===== config.mk =====
export PLATFORM = sky130hd
export DESIGN_NAME = soc_uart_arb_flat
export DESIGN_NICKNAME = d
export VERILOG_FILES = /design/src/rtl/soc_uart_pkg.sv /design/src/rtl/soc_uart_arb_if.sv /design/src/rtl/soc_rr_arb2.sv /design/src/rtl/soc_uart_arb.sv /design/src/flat_wrapper.sv
export SDC_FILE = /design/constraint.sdc
export NUM_CORES = 1
export LEC_CHECK = 0
export ABC_CLOCK_PERIOD_IN_PS = 3400
export BUFFER_PORTS_ARGS = -buffer_cell sky130_fd_sc_hd__buf_2
export CAP_MARGIN = 30
export CORE_MARGIN = 4
export CORE_UTILIZATION = 53
export CTS_BUF_LIST = sky130_fd_sc_hd__clkbuf_16
export DETAILED_ROUTE_END_ITERATION = 10
export PLACE_DENSITY = 0.86
export SLEW_MARGIN = 25
export SYNTH_ARGS = -nofsm -noshare
export SYNTH_HDL_FRONTEND = slang
export SYNTH_SLANG_ARGS = --single-unit
export TNS_END_PERCENT = 5

===== constraint.sdc =====
create_clock -name clk -period 3.4 [get_ports clk]
set_clock_uncertainty 0.15 [all_clocks]
set_input_delay 0.51 -clock clk [delete_from_list [all_inputs] [get_ports clk]]
set_output_delay 0.51 -clock clk [all_outputs]
set_load 0.05 [all_outputs]

===== src/rtl/soc_uart_pkg.sv =====
// Shared types and constants for the two-requester UART arbiter.
// Pure declarations: no latency, no backpressure.
package soc_uart_pkg;

    typedef enum logic [1:0] {
        ST_IDLE  = 2'd0,
        ST_ISSUE = 2'd1,
        ST_WAIT  = 2'd2,
        ST_DONE  = 2'd3
    } state_t;

    localparam logic [7:0] UART_OFF_CMD  = 8'h00;
    localparam logic [7:0] UART_OFF_DATA = 8'h04;

    // Wide enough for any TIMEOUT in 1..255.
    localparam int TO_CNT_W = 8;

endpackage


===== src/rtl/soc_uart_arb_if.sv =====
// Requester-side and UART-side signals of the arbiter; slave = arbiter view.
// No latency of its own; flow control is the req/ack and ce/rdy handshakes.
interface soc_uart_arb_if #(
    parameter int DATA_WIDTH = 32
);
    logic                  req0;
    logic                  req1;
    logic                  we0;
    logic                  oe0;
    logic                  we1;
    logic                  oe1;
    logic [7:0]            offset0;
    logic [7:0]            offset1;
    logic [7:0]            wdata0;
    logic [7:0]            wdata1;
    logic                  ack0;
    logic                  ack1;
    logic [DATA_WIDTH-1:0] rdata;
    logic                  err;
    logic                  busy;
    logic                  u_ce;
    logic                  u_we;
    logic                  u_oe;
    logic [7:0]            u_offset;
    logic [7:0]            u_data_in;
    logic                  u_rdy;
    logic [DATA_WIDTH-1:0] u_data_out;

    modport slave (
        input  req0, req1, we0, oe0, we1, oe1,
        input  offset0, offset1, wdata0, wdata1,
        input  u_rdy, u_data_out,
        output ack0, ack1, rdata, err, busy,
        output u_ce, u_we, u_oe, u_offset, u_data_in
    );

    modport master (
        output req0, req1, we0, oe0, we1, oe1,
        output offset0, offset1, wdata0, wdata1,
        output u_rdy, u_data_out,
        input  ack0, ack1, rdata, err, busy,
        input  u_ce, u_we, u_oe, u_offset, u_data_in
    );
endinterface


===== src/rtl/soc_rr_arb2.sv =====
// Two-way round-robin grant: a lone requester wins, a tie goes to the one not granted last.
// Combinational, zero latency; grants nothing while advance is low.
module soc_rr_arb2 (
    input  logic [1:0] req,
    input  logic       advance,
    input  logic       last,
    output logic [1:0] gnt
);

    always_comb begin
        gnt = 2'b00;
        if (advance) begin
            case (req)
                2'b01:   gnt = 2'b01;
                2'b10:   gnt = 2'b10;
                2'b11:   gnt = last ? 2'b01 : 2'b10;
                default: gnt = 2'b00;
            endcase
        end
    end

endmodule


===== src/rtl/soc_uart_arb.sv =====
// Arbitrates two requesters onto one UART register port; all outputs registered.
// Latency: req -> u_ce 1 cycle -> ack 3 cycles; requesters stall (hold req) until ack, UART stalls via u_rdy up to TIMEOUT.
module soc_uart_arb
    import soc_uart_pkg::*;
#(
    parameter int DATA_WIDTH = 32,
    parameter int TIMEOUT    = 15
) (
    input  logic          clk,
    input  logic          rst,
    soc_uart_arb_if.slave bus
);

    localparam logic [TO_CNT_W-1:0] TO_VAL = TO_CNT_W'(TIMEOUT);

    state_t                r_state;
    logic [TO_CNT_W-1:0]   r_cnt;
    logic                  r_last;
    logic                  r_win;
    logic                  r_ack0;
    logic                  r_ack1;
    logic [DATA_WIDTH-1:0] r_rdata;
    logic                  r_err;
    logic                  r_busy;
    logic                  r_u_ce;
    logic                  r_u_we;
    logic                  r_u_oe;
    logic [7:0]            r_u_offset;
    logic [7:0]            r_u_data_in;

    logic [1:0]            w_gnt;
    logic [TO_CNT_W-1:0]   w_cnt_nxt;

    assign w_cnt_nxt = r_cnt + TO_CNT_W'(1);

    soc_rr_arb2 u_rr (
        .req     ({bus.req1, bus.req0}),
        .advance (r_state == ST_IDLE),
        .last    (r_last),
        .gnt     (w_gnt)
    );

    always_ff @(posedge clk) begin
        if (rst) begin
            r_state     <= ST_IDLE;
            r_cnt       <= '0;
            r_last      <= 1'b1;
            r_win       <= 1'b0;
            r_ack0      <= 1'b0;
            r_ack1      <= 1'b0;
            r_rdata     <= '0;
            r_err       <= 1'b0;
            r_busy      <= 1'b0;
            r_u_ce      <= 1'b0;
            r_u_we      <= 1'b0;
            r_u_oe      <= 1'b0;
            r_u_offset  <= '0;
            r_u_data_in <= '0;
        end else begin
            case (r_state)
                ST_IDLE: begin
                    // The u_* registers double as the latch for the winner's request.
                    if (w_gnt != 2'b00) begin
                        r_win       <= w_gnt[1];
                        r_last      <= w_gnt[1];
                        r_busy      <= 1'b1;
                        r_u_ce      <= 1'b1;
                        r_u_we      <= w_gnt[1] ? bus.we1     : bus.we0;
                        r_u_oe      <= w_gnt[1] ? bus.oe1     : bus.oe0;
                        r_u_offset  <= w_gnt[1] ? bus.offset1 : bus.offset0;
                        r_u_data_in <= w_gnt[1] ? bus.wdata1  : bus.wdata0;
                        r_state     <= ST_ISSUE;
                    end
                end
                ST_ISSUE: begin
                    r_u_ce      <= 1'b0;
                    r_u_we      <= 1'b0;
                    r_u_oe      <= 1'b0;
                    r_u_offset  <= '0;
                    r_u_data_in <= '0;
                    r_cnt       <= '0;
                    r_state     <= ST_WAIT;
                end
                ST_WAIT: begin
                    if (bus.u_rdy) begin
                        r_rdata <= bus.u_data_out;
                        r_err   <= 1'b0;
                        r_ack0  <= ~r_win;
                        r_ack1  <= r_win;
                        r_state <= ST_DONE;
                    end else if (w_cnt_nxt == TO_VAL) begin
                        r_rdata <= '0;
                        r_err   <= 1'b1;
                        r_ack0  <= ~r_win;
                        r_ack1  <= r_win;
                        r_state <= ST_DONE;
                    end else begin
                        r_cnt <= w_cnt_nxt;
                    end
                end
                ST_DONE: begin
                    r_ack0  <= 1'b0;
                    r_ack1  <= 1'b0;
                    r_rdata <= '0;
                    r_err   <= 1'b0;
                    r_busy  <= 1'b0;
                    r_state <= ST_IDLE;
                end
                default: r_state <= ST_IDLE;
            endcase
        end
    end

    assign bus.ack0      = r_ack0;
    assign bus.ack1      = r_ack1;
    assign bus.rdata     = r_rdata;
    assign bus.err       = r_err;
    assign bus.busy      = r_busy;
    assign bus.u_ce      = r_u_ce;
    assign bus.u_we      = r_u_we;
    assign bus.u_oe      = r_u_oe;
    assign bus.u_offset  = r_u_offset;
    assign bus.u_data_in = r_u_data_in;

endmodule


===== src/flat_wrapper.sv =====
// flat-port wrapper written by rule: the top's interface ports become plain ports
module soc_uart_arb_flat import soc_uart_pkg::*;
#(
    parameter int DATA_WIDTH = 32,
    parameter int TIMEOUT    = 15
)
  (clk, rst, bus_req0, bus_req1, bus_we0, bus_oe0, bus_we1, bus_oe1, bus_offset0, bus_offset1, bus_wdata0, bus_wdata1, bus_u_rdy, bus_u_data_out, bus_ack0, bus_ack1, bus_rdata, bus_err, bus_busy, bus_u_ce, bus_u_we, bus_u_oe, bus_u_offset, bus_u_data_in);
  soc_uart_arb_if #(.DATA_WIDTH(DATA_WIDTH)) bus_i ();
  input  logic clk;
  input  logic rst;
  input wire logic [$bits(bus_i.req0)-1:0] bus_req0;
  input wire logic [$bits(bus_i.req1)-1:0] bus_req1;
  input wire logic [$bits(bus_i.we0)-1:0] bus_we0;
  input wire logic [$bits(bus_i.oe0)-1:0] bus_oe0;
  input wire logic [$bits(bus_i.we1)-1:0] bus_we1;
  input wire logic [$bits(bus_i.oe1)-1:0] bus_oe1;
  input wire logic [$bits(bus_i.offset0)-1:0] bus_offset0;
  input wire logic [$bits(bus_i.offset1)-1:0] bus_offset1;
  input wire logic [$bits(bus_i.wdata0)-1:0] bus_wdata0;
  input wire logic [$bits(bus_i.wdata1)-1:0] bus_wdata1;
  input wire logic [$bits(bus_i.u_rdy)-1:0] bus_u_rdy;
  input wire logic [$bits(bus_i.u_data_out)-1:0] bus_u_data_out;
  output wire logic [$bits(bus_i.ack0)-1:0] bus_ack0;
  output wire logic [$bits(bus_i.ack1)-1:0] bus_ack1;
  output wire logic [$bits(bus_i.rdata)-1:0] bus_rdata;
  output wire logic [$bits(bus_i.err)-1:0] bus_err;
  output wire logic [$bits(bus_i.busy)-1:0] bus_busy;
  output wire logic [$bits(bus_i.u_ce)-1:0] bus_u_ce;
  output wire logic [$bits(bus_i.u_we)-1:0] bus_u_we;
  output wire logic [$bits(bus_i.u_oe)-1:0] bus_u_oe;
  output wire logic [$bits(bus_i.u_offset)-1:0] bus_u_offset;
  output wire logic [$bits(bus_i.u_data_in)-1:0] bus_u_data_in;
  assign bus_i.req0 = bus_req0;
  assign bus_i.req1 = bus_req1;
  assign bus_i.we0 = bus_we0;
  assign bus_i.oe0 = bus_oe0;
  assign bus_i.we1 = bus_we1;
  assign bus_i.oe1 = bus_oe1;
  assign bus_i.offset0 = bus_offset0;
  assign bus_i.offset1 = bus_offset1;
  assign bus_i.wdata0 = bus_wdata0;
  assign bus_i.wdata1 = bus_wdata1;
  assign bus_i.u_rdy = bus_u_rdy;
  assign bus_i.u_data_out = bus_u_data_out;
  assign bus_ack0 = bus_i.ack0;
  assign bus_ack1 = bus_i.ack1;
  assign bus_rdata = bus_i.rdata;
  assign bus_err = bus_i.err;
  assign bus_busy = bus_i.busy;
  assign bus_u_ce = bus_i.u_ce;
  assign bus_u_we = bus_i.u_we;
  assign bus_u_oe = bus_i.u_oe;
  assign bus_u_offset = bus_i.u_offset;
  assign bus_u_data_in = bus_i.u_data_in;
  soc_uart_arb #(.DATA_WIDTH(DATA_WIDTH), .TIMEOUT(TIMEOUT)) u_core (.clk(clk), .rst(rst), .bus(bus_i));
endmodule

-- Word level (Yosys, flattened, before mapping)
Index checks and enable logic that the tools add are counted.
- bits in writable memories: 0
- bits in read-only memories: 0
- bits of input ports: 73
- latch bits: 0
- word-level logic and storage cells: 76
- bits in registers: 67
- memories kept: 0
- bitwise operators: 1
- multipliers: 0
- muxes and demuxes: 37
- reductions and logical operators: 12
- add/sub/neg operators: 1
- equal/unequal tests: 11
- shift-type cells: 0
- div/mod/pow operators: 0
- order comparisons: 0
- operator list (operator ; count):
    $mux 32 ; 2
    $pmux 32 s2 ; 1
    $mux 8 ; 6
    $pmux 8 s2 ; 3
    $pmux 1 s2 ; 7
    $mux 1 ; 11
    $mux 2 ; 5
    $reduce_and 2->1 ; 5
    $reduce_bool 2->1 ; 5
    $add 8x1->8 const B ; 1
    $eq 2x2->1 const B ; 4
    $eq 8x4->1 const B ; 1
    $pmux 2 s4 ; 1
    $pmux 2 s3 ; 1
    $eq 2x1->1 const B ; 2
    $ne 2x2->1 const B ; 2
    $ne 3x2->1 const B ; 1
    $reduce_and 3->1 ; 1
    $logic_not 2->1 ; 1
    $ne 2x1->1 const B ; 1
    $not 1->1 ; 1

-- Longest topological paths before layout
Gate-level depths: netlist of the first run.
- depth after elaboration: 6
- gate-level depth with buffers: 9
- gate-level depth less buffers: 7

-- Modules after synthesis
A second synthesis of the first run with hierarchy kept.
- cells, all modules: 274
- area total of the unflattened synthesis: 2782.7 µm²
- by module, submodules not included (module ; area an instance (µm²) ; cells each ; sequential area each (µm²) ; instances):
    soc_uart_arb ; 2761.4 ; 269 ; 1341.3 ; 1
    soc_rr_arb2 ; 21.3 ; 5 ; 0.0 ; 1

-- Worst setup path after synthesis of the first run
Ideal clock, no wire load.
- path type: reg-to-reg
- from: reg u_core.r_state[0]
- to: reg u_core.r_u_data_in[0] (netlist: u_core.bus.u_data_in[0])
- path buffers: 2
- path slack: 1347 ps
- data required time: 3122 ps
- library setup time: 128 ps
- arrival: 1775 ps
- period minus slack after synthesis: 2053 ps
- stages on the path, launching flop included: 10
- cell sequence: dfxtp_1 -> inv_1 -> ha_1 -> nand2_1 -> a21o_1 -> buf_2 -> buf_2 -> mux2_2 -> a22oi_1 -> nor2_1
- cells in the longest elaborated chain, start to end: 5
- ends and longest elaborated chain (what ; line ; source):
    from (decl) ; soc_uart_arb.sv:16 ; state_t r_state;
    from (signal assigned) ; soc_uart_arb.sv:45 ; r_state <= ST_IDLE;
    from (signal assigned) ; soc_uart_arb.sv:72 ; r_state <= ST_ISSUE;
    from (signal assigned) ; soc_uart_arb.sv:82 ; r_state <= ST_WAIT;
    $logic_not 2->1 ; soc_uart_arb.sv:38, soc_uart_arb.sv:60 ;
    $mux 2 ; soc_rr_arb2.sv:12 ; if (advance) begin
    $mux 8 / $reduce_bool 2->1 (equally long branches) ; soc_uart_arb.sv:71, soc_uart_arb.sv:63 ;
    $mux 8 / $ne 2x1->1 (equally long branches) ; n/a ;
    $pmux 8 s2 / $reduce_and 2->1 (equally long branches) ; n/a ;
    to (signal assigned) ; soc_uart_arb.sv:71 ; r_u_data_in <= w_gnt[1] ? bus.wdata1 : bus.wdata0;
    to (decl) ; soc_uart_arb.sv:29 ; logic [7:0] r_u_data_in;
Several ways; a longest one is shown, not always the timed one. The select of a mux whose other input is x is not followed.
A chain may end at the register's enable or synchronous reset.

-- Worst setup path after layout of the first run
- from: reg u_core.r_cnt[1]
- to: reg u_core.r_rdata[3] (netlist: u_core.bus.rdata[3])
- cells in the longest elaborated chain, start to end: 4
- ends and longest elaborated chain (what ; line ; source):
    from (decl) ; soc_uart_arb.sv:17 ; logic [TO_CNT_W-1:0] r_cnt;
    from (signal assigned) ; soc_uart_arb.sv:98 ; r_cnt <= w_cnt_nxt;
    $add 8x1->8 ; soc_uart_arb.sv:34 ; assign w_cnt_nxt = r_cnt + TO_CNT_W'(1);
    $eq 8x4->1 ; soc_uart_arb.sv:91 ; end else if (w_cnt_nxt == TO_VAL) begin
    $ne 3x2->1 (no line) ; n/a ;
    $reduce_and 2->1 (no line) ; n/a ;
    to (signal assigned) ; soc_uart_arb.sv:86 ; r_rdata <= bus.u_data_out;
    to (decl) ; soc_uart_arb.sv:22 ; logic [DATA_WIDTH-1:0] r_rdata;
No other way between the ends.

==> summary.txt, run 1 <==
CTS Sinks - 67
area delta synth->final - 29.3%
fin cells - 549
Vias - 2,948
worst-margin pin slew - 0.955 ns
via/cell ratio - 5.37
die area - 7610 um^2
Final Wtd Congestion - 0.848
# rows - 28
clk_lat worst skew - 0.33 ns
register area - 1340 um^2
internal cell power - 1.93 mW
first-pass GRT wire length - 13.6 mm
slowest stage delay, CP - 0.50 ns
Synth Net Count - 426
most area-hungry cell type in the Yosys netlist - dfxtp_1
Post-Syn Area per Cell - 9.62 um^2
synth top area cells - dfxtp_1 (40%), o31ai_2 (7.5%), o31ai_4 (6.4%)
Final ANT Viol Nets - 0
Yosys warning total - 0
final setup vio count - 0
PostCTS Resize Cnt - 0
Worst Path Required - 3.43 ns
count of buffers from port buffering - 127
Final Cycle Share - 72.1%
Clock transition at path regs - 0.06 ns
Clk pwr share - 30.1%
Max transition margin - 36.3%
RSZ-0062 raised after global routing - no
CTS Buf Count - 9
synthesized instance count - 346
initial antenna violation count - 0
FILL cells - 451
largest net degree at the start of global routing - 63
#FFs+latches synth - 67
count of flip-flops with a built-in enable after synthesis - 0
Critical Path End Type - flip-flop
initial DRC count - 108
commonest non-fill, non-tap cell in the layout - buf_2
multi-input logic area - 1730 um^2
Cell variety after synth - 50
Max Root-Sink Buffers - 2
pwr/cell area - 766 nW/um^2
sw frac - 41.5%
wire per inst - 15.0 um
critical path class - flip-flop to flip-flop
# diodes - 0
Hold Path Class - input port to flip-flop
max-capacitance violation count - 0
Synth top area share - 40.3%
gr usage total - 22.6%
crit-path max FO - 22
min Tclk post-route - 2.45 ns
PnR Total Power - 3.29 mW
part of the power in registers - 30.1%
CTS tree - yes
Most used DFF post-synth - dfxtp_1
IO Pins - 128
status - complete, no violations
Pleak - 1.95 nW
highest-count cells in the layout ignoring fill and taps - buf_2 (126), dfxtp_1 (67), nand2_1 (45)
sw power - 1.37 mW
Post-layout nets - 549
Clock Root Buffer - clkbuf_16
Max IR drop VDD - 0.000541 V
sequential fraction of the synthesis area - 40.3%
DRC Markers - 0
Die H - 87.2 um
Overflow after GRT - 0
combinational power share - 39.8%
synthesized cell area - 3330 um^2
Starting Density - 55.5%
Synth async-reset ratio - 0%
max frequency - 408 MHz
CORE AREA - 5990 um^2
crit path cell chain - ha_1 > nor3b_1 > o211ai_4 > a21oi_4 > buf_4 > o31ai_2
H-tree Lvls - 3
Critical Path Source Type - flip-flop
Hold Vio Cnt, Final - 0
Worst EP arrival - 2.48 ns
setup tns final - 0 ns
setup repair bufs after CTS - 0
Crit-path slowest cell - dfxtp_1
DR pass1 iterations - 5
Hold-fix buffers, CTS - 0
fin. max-slew vios - 0
vias in the first global route - 2,969
final WL - 8.25 mm
Detailed Place HPWL - 5.85 mm
Inst Count DP - 533
Die X - 87.2 um
share of layout cells above drive strength 1 - 43.0%
==> state kept, by name, indices dropped and copies added, names as in the netlist <==
signal                flops
u_core.r_cnt              8
u_core.r_win              1
u_core.bus.u_we           1
u_core.r_state            2
u_core.bus.err            1
u_core.bus.u_offset       8
u_core.bus.u_ce           1
u_core.bus.rdata         32
u_core.bus.ack1           1
u_core.bus.u_data_in      8
u_core.bus.ack0           1
u_core.r_last             1
u_core.bus.busy           1
u_core.bus.u_oe           1
==> routing by layer <==
metal  share of wire [%]  global-route usage [%]  up-vias  wire [um]
met1                  40                    25.9     1360       3290
met2                  49                    38.5      137       4020
met3                 9.7                    8.42       13        798
met4                 1.7                    8.23        0        144
met5                   0                       0        -          0
li1                    -                       -     1438          -
==> power by group through the flow <==
| stage | registers (mW) | clock network [mW] | logic (mW) |
|---|---|---|---|
| floorplan | 1.37 | 0 | 0.686 |
| global placement | 1.00 | 0 | 1.27 |
| detailed placement | 1.00 | 0 | 1.31 |
| CTS | 0.992 | 1.01 | 1.32 |
| global route | 1.01 | 1.04 | 1.41 |
| finish | 0.993 | 0.991 | 1.31 |
==> layout make-up <==
type,instances,share of cell area (%)
multi-input combinational,221,40.2
clock buffer,9,5.24
tap,75,2.18
clock inverter,7,2.18
inverter,38,3.32
timing repair buffer,132,15.7
sequential,67,31.2
==> final timing paths <==
kind | startpoint | slack [ns] | endpoint | cells after the start
min reg2reg | u_core.bus.rdata[24] | 0.32 | u_core.bus.rdata[24] | 2
max | u_core.r_cnt[1] | 0.95 | u_core.bus.rdata[3] | 6
max reg2reg | u_core.r_cnt[1] | 0.95 | u_core.bus.rdata[3] | 6
min | bus_u_data_out[24] | 0.22 | u_core.bus.rdata[24] | 3
==> critical path: cells and delay by family (launching register included) <==
kind	cells	cell delay (ns)
compound gates	3	0.61
fa+ha+maj	1	0.20
buf+inv	1	0.39
flops	1	0.50
simple gates	1	0.45
==> cell usage after synthesis, types with 2 or more instances <==
cell and n:
a211o_1 3, a21o_1 4, a21oi_1 6, a22oi_1 18, and3_1 5, buf_1 2
buf_2 3, buf_6 3, clkbuf_1 11, dfxtp_1 67, ha_1 7, inv_1 38
mux2_2 18, nand2_1 45, nand2b_1 4, nand3_1 8, nand3b_1 2, nor2_1 32
nor2b_1 3, nor3_1 2, o21a_1 2, o21ai_0 4, o2bb2ai_1 2, o31ai_1 2
o31ai_2 20, o31ai_4 10, or3_1 2
==> logic make-up after synthesis <==
| kind of cell | synth area share [%] |
|---|---|
| simple gates | 14.5 |
| mux | 6.39 |
| buf+inv | 7.82 |
| fa+ha+maj | 2.63 |
| xor+xnor | 0.527 |
| flops | 40.3 |
| compound gates | 27.8 |
==> stage by stage <==
stage	worst slack (ns)	util (%)	hold WS [ns]	cell area [um^2]
2_1_floorplan	1.35	-	0.310	3330
3_3_place_gp	1.02	66.4	0.299	3980
3_5_place_dp	1.02	66.5	0.316	3980
4_1_cts	0.964	71.8	0.220	4300
5_1_grt	0.849	71.8	0.238	4300
6_report	0.947	71.8	0.224	4300
No activity file was read; power rests on OpenSTA's default activity.
==> run 2: changes to the inputs <==
--- a/config.mk
+++ b/config.mk
@@ -5,14 +5,15 @@
 export SDC_FILE = /design/constraint.sdc
 export NUM_CORES = 1
 export LEC_CHECK = 0
-export ABC_CLOCK_PERIOD_IN_PS = 3400
+export ABC_AREA = 1
+export ABC_CLOCK_PERIOD_IN_PS = 2400
 export BUFFER_PORTS_ARGS = -buffer_cell sky130_fd_sc_hd__buf_2
 export CAP_MARGIN = 30
 export CORE_MARGIN = 4
-export CORE_UTILIZATION = 53
+export CORE_UTILIZATION = 48
 export CTS_BUF_LIST = sky130_fd_sc_hd__clkbuf_16
 export DETAILED_ROUTE_END_ITERATION = 10
-export PLACE_DENSITY = 0.86
+export PLACE_DENSITY = 0.8
 export SLEW_MARGIN = 25
 export SYNTH_ARGS = -nofsm -noshare
 export SYNTH_HDL_FRONTEND = slang
==> constraint.sdc (replaced) <==
create_clock -name clk -period 2.4 [get_ports clk]
set_clock_uncertainty 0.15 [all_clocks]
set_input_delay 0.36 -clock clk [delete_from_list [all_inputs] [get_ports clk]]
set_output_delay 0.36 -clock clk [all_outputs]
set_load 0.05 [all_outputs]
==> summary.txt, run 2 <==
via/cell ratio - 5.06
Die X - 89.0 um
count of flip-flops with a built-in enable after synthesis - 0
routing usage on met3 - 6.08%
Post-Synth XOR/XNOR Area - 0%
Critical Path Source Type - flip-flop
Synth top cells by count - nand2_1 (116), nor2_1 (81), dfxtp_1 (67), a21oi_1 (65), nand3_1 (53)
setup repair bufs after CTS - 0
CP Buf/Inv Count - 2
count leader, synth - nand2_1
max frequency - 475 MHz
register area - 1340 um^2
simple-gate portion of the synthesized area - 33.9%
synth top area cells - dfxtp_1 (43%), nand2_1 (14%), a21oi_1 (10%)
Die H - 89.0 um
H-tree Lvls - 3
Hold Vio Cnt, Final - 0
Cell variety after synth - 25
final setup vio count - 0
Largest register FFs - 32
PnR Total Power - 5.69 mW
fin cells - 665
CTS Buf Count - 9
#FFs+latches synth - 67
grt peak-use layer - met2
post-synthesis compound-gate area fraction - 14.3%
Hold Path Class - input port to flip-flop
Final ANT Viol Nets - 0
initial DRC count - 166
Vias - 3,366
max-capacitance violation count - 0
Inst Count DP - 651
RR Endpoint - u_core.bus.rdata[5]
FF-to-FF setup slack - 0.29 ns
Final Cycle Share - 87.8%
largest net degree at the start of global routing - 52
Hold-fix buffers, CTS - 0
IO Pins - 128
final WL - 8.24 mm
FILL cells - 568
met1 Use GR - 24.6%
main combinational cell family by area after synthesis - simple AND/OR/NAND/NOR gates
RSZ-0062 raised after global routing - no
CTS tree - yes
crit path cell chain - ha_1 > nand2_1 > inv_1 > nor2_1 > nand3_1 > nor2_1 > nand3_2 > nand2_2 > buf_4 > nand2_1 > nand2_1 > a21oi_1
# rows - 29
Worst EP arrival - 2.15 ns
slowest stage delay, CP - 0.34 ns
mux cell area share after synthesis - 0%
critical path class - flip-flop to flip-flop
sequential fraction of the synthesis area - 42.6%
hold depth - 3
Worst Path Required - 2.44 ns
Final Wtd Congestion - 0.853
Critical Path End - u_core.bus.rdata[5]
vias in the first global route - 3,025
Clock Root Buffer - clkbuf_16
Max Root-Sink Buffers - 2
min Tclk post-route - 2.11 ns
Yosys warning total - 0
count of buffers from port buffering - 127
multi-input logic area - 1610 um^2
area delta synth->final - 30.4%
synthesized cell area - 3150 um^2
Clock transition at path regs - 0.05 ns
highest-count cells in the layout ignoring fill and taps - buf_2 (127), nand2_1 (115), nor2_1 (81)
DR pass1 iterations - 4
Max transition margin - 51.3%
first-pass GRT wire length - 13.0 mm
Synth async-reset ratio - 0%
CTS Sinks - 67
Post-layout nets - 665
Detailed Place HPWL - 5.83 mm
clk_lat worst skew - 0.32 ns
wire per inst - 12.4 um
Starting Density - 49.6%
Most used DFF post-synth - dfxtp_1
cell family with the largest share of critical-path delay - simple AND/OR/NAND/NOR gates
Pleak - 2.01 nW
synthesized instance count - 468
Worst Setup SP - u_core.r_cnt[1]
most used cell, CP - nand2_1
critical path depth - 12
Place WS - 0.338 ns
initial antenna violation count - 0
R2R depth - 12
most area-hungry cell type in the Yosys netlist - dfxtp_1
share of layout cells above drive strength 1 - 26.4%
die area - 7920 um^2
commonest non-fill, non-tap cell in the layout - buf_2
setup tns final - 0 ns
final worst setup slack - 0.293 ns
post-synthesis adder-cell area fraction - 2.78%
gr usage total - 20.4%
Synth top area share - 42.6%
PostCTS Resize Cnt - 0
crit-path max FO - 15
fin util - 64.7%
Critical Path End Type - flip-flop
worst-margin pin slew - 0.731 ns
Max IR drop VDD - 0.000894 V
grt met2 use - 34.4%
status - complete, no violations
Crit-path slowest cell - dfxtp_1
# diodes - 0
CORE AREA - 6350 um^2
DRC Markers - 0
fin. max-slew vios - 0
Post-Syn Area per Cell - 6.73 um^2
Synth Net Count - 548
reg2reg start - u_core.r_cnt[1]
Overflow after GRT - 0
pwr/cell area - 1380 nW/um^2
run 2: cell types whose count changed after synthesis, moves of 18 or more:
cell	delta
o31ai_2	-20
a21oi_1	+59
nand2_1	+71
inv_1	-22
a22oi_1	-18
nor2_1	+49
nand3_1	+45
mux2_2	-18
run 2: final cells by class:
class                      count  share of cell area [%]
inverter                      18                    1.65
multi-input combinational    354                    39.1
clock buffer                   9                    5.49
clock inverter                 5                    1.16
tap                           77                    2.35
sequential                    67                    32.7
timing repair buffer         135                    17.6
run 2: how the worst min path moves through the flow:
stage	start	end	slack, ns
after global placement	u_core.bus.u_ce	u_core.bus.u_ce	0.30
after floorplan	u_core.r_last	u_core.r_last	0.28
after CTS	bus_offset0[2]	u_core.bus.u_offset[2]	0.17
after detailed placement	u_core.r_last	u_core.r_last	0.30
final	bus_offset0[2]	u_core.bus.u_offset[2]	0.18
after global routing	bus_wdata0[0]	u_core.bus.u_data_in[0]	0.19
run 2: cells by family (layout without fill, tap and decap cells):
group	count (synthesis)	after routing
AOI/OAI and AO/OA	88	88
adders and majority gates	7	7
buffers and inverters	47	167
DFF	67	67
and+or+nand+nor	259	259
run 2: metal layers:
layer  part of all wire [%]  wire length [um]
met5                      0                 0
met3                    8.5               702
met2                     48              3960
met4                    1.8               146
met1                     42              3430
run 2: through the flow:
stage                     area (um^2)  hold slack, ns
after CTS                        4110           0.173
after global placement           3830           0.296
after floorplan                  3150           0.279
after global routing             4110           0.194
after detailed placement         3830           0.298
final                            4110           0.176
run 2: worst register-to-register path: cells and delay by family (launching register included):
| kind | cells | cell delay [ns] |
|---|---|---|
| compound gates | 1 | 0.06 |
| flops | 1 | 0.34 |
| fa+ha+maj | 1 | 0.24 |
| simple gates | 8 | 0.91 |
| buf+inv | 2 | 0.27 |
run 2: power breakdown:
part	switching (mW)	internal [mW]
combinational	2.10	0.772
clock	0.431	0.779
sequential	0.164	1.44
==> run 3: changes to the inputs <==
--- a/config.mk
+++ b/config.mk
@@ -13,7 +13,7 @@
 export CORE_UTILIZATION = 48
 export CTS_BUF_LIST = sky130_fd_sc_hd__clkbuf_16
 export DETAILED_ROUTE_END_ITERATION = 10
-export PLACE_DENSITY = 0.8
+export PLACE_DENSITY = 0.78
 export SLEW_MARGIN = 25
 export SYNTH_ARGS = -nofsm -noshare
 export SYNTH_HDL_FRONTEND = slang
==> summary.txt, run 3 (synthesis results as in run 2) <==
grt met2 use - 36.8%
DR pass1 iterations - 5
CTS tree - yes
Die H - 89.0 um
Clock Root Buffer - clkbuf_16
Overflow after GRT - 0
CTS Buf Count - 9
Max Root-Sink Buffers - 2
CTS Sinks - 67
vias in the first global route - 3,154
# rows - 29
Max IR drop VDD - 0.000868 V
Die X - 89.0 um
commonest non-fill, non-tap cell in the layout - buf_2
H-tree Lvls - 3
Placement Cell Area - 3840 um^2
Starting Density - 49.6%
Detailed Place HPWL - 5.90 mm
count of buffers from port buffering - 127
Max transition margin - 61.8%
met1 Use GR - 25.4%
RSZ-0062 raised after global routing - no
max frequency - 458 MHz
Vias - 3,413
fin util - 66.0%
crit-path max FO - 8
Post-layout nets - 666
area delta synth->final - 33.2%
Inst Count DP - 650
Critical Path Source Type - flip-flop
PnR Total Power - 5.96 mW
Hold Path Class - input port to flip-flop
grt peak-use layer - met2
gr usage total - 21.8%
routing usage on met3 - 6.08%
DRC Markers - 0
wire per inst - 12.8 um
fin cells - 668
setup tns final - 0 ns
fin. max-slew vios - 0
min Tclk post-route - 2.18 ns
via/cell ratio - 5.11
# diodes - 0
pwr/cell area - 1420 nW/um^2
worst-margin pin slew - 0.567 ns
critical path class - flip-flop to flip-flop
first-pass GRT wire length - 13.7 mm
final worst setup slack - 0.216 ns
initial antenna violation count - 0
initial DRC count - 186
Final Wtd Congestion - 0.854
Largest register FFs - 32
final WL - 8.57 mm
Hold Vio Cnt, Final - 0
Critical Path End Type - flip-flop
largest net degree at the start of global routing - 66
Final Instance Area - 4190 um^2
Clock transition at path regs - 0.05 ns
final setup vio count - 0
Worst EP arrival - 2.29 ns
IO Pins - 128
highest-count cells in the layout ignoring fill and taps - buf_2 (127), nand2_1 (115), nor2_1 (81)
FILL cells - 546
Worst Path Required - 2.51 ns
status - complete, no violations
max-capacitance violation count - 0
share of layout cells above drive strength 1 - 27.2%
final hold slack - 0.177 ns
Pleak - 2.05 nW
clk_lat worst skew - 0.33 ns
Final Cycle Share - 91.0%
CORE AREA - 6350 um^2
die area - 7920 um^2
Final ANT Viol Nets - 0
Place WS - 0.147 ns
[run 3: what timing repair did]
item,CTS,global route
endpoints found under the hold margin,0,0
setup endpoints to repair,0,18
gates resized for setup,0,2
setup buffers,0,2
hold buffers,0,0
[run 3: critical path, cell delays in order, from the launching register on]
cell,delay (ns)
dfxtp_1,0.35
inv_1,0.13
ha_1,0.28
o21ai_0,0.27
nor2_1,0.27
clkinvlp_4,0.17
buf_4,0.19
nor2_1,0.08
o21ai_0,0.09
a21oi_1,0.14
[run 3: report_power, final]
group | leakage [nW] | switching [mW] | total (mW) | internal [mW]
Sequential | 0.548 | 0.170 | 1.61 | 1.44
Combinational | 1.34 | 2.13 | 2.96 | 0.833
Clock | 0.156 | 0.478 | 1.38 | 0.906
Total | 2.05 | 2.78 | 5.96 | 3.18
[run 3: worst paths after layout]
kind	endpoint	from	cells after the start	slack, ns
worst max register to register	u_core.bus.u_offset[5]	u_core.r_state[0]	9	0.22
worst max-delay path	u_core.bus.u_offset[5]	u_core.r_state[0]	9	0.22
worst min register to register	u_core.bus.u_we	u_core.bus.u_we	2	0.31
worst min-delay path	u_core.bus.u_offset[1]	bus_offset0[1]	3	0.18
[run 3: cell type report]
| cell class | count | area, um^2 | area share (%) |
|---|---|---|---|
| Multi-Input combinational cell | 354 | 1610 | 38.5 |
| Sequential cell | 67 | 1340 | 32.0 |
| Timing Repair Buffer | 136 | 753 | 18.0 |
| Clock buffer | 9 | 225 | 5.37 |
| Tap cell | 77 | 96.3 | 2.30 |
| Clock inverter | 7 | 91.3 | 2.18 |
| Inverter | 18 | 71.3 | 1.70 |
[run 3: metal layers]
metal,up-vias,wire (um)
li1,1761,-
met1,1528,3450
met2,105,4270
met3,19,646
met4,0,203
met5,-,0
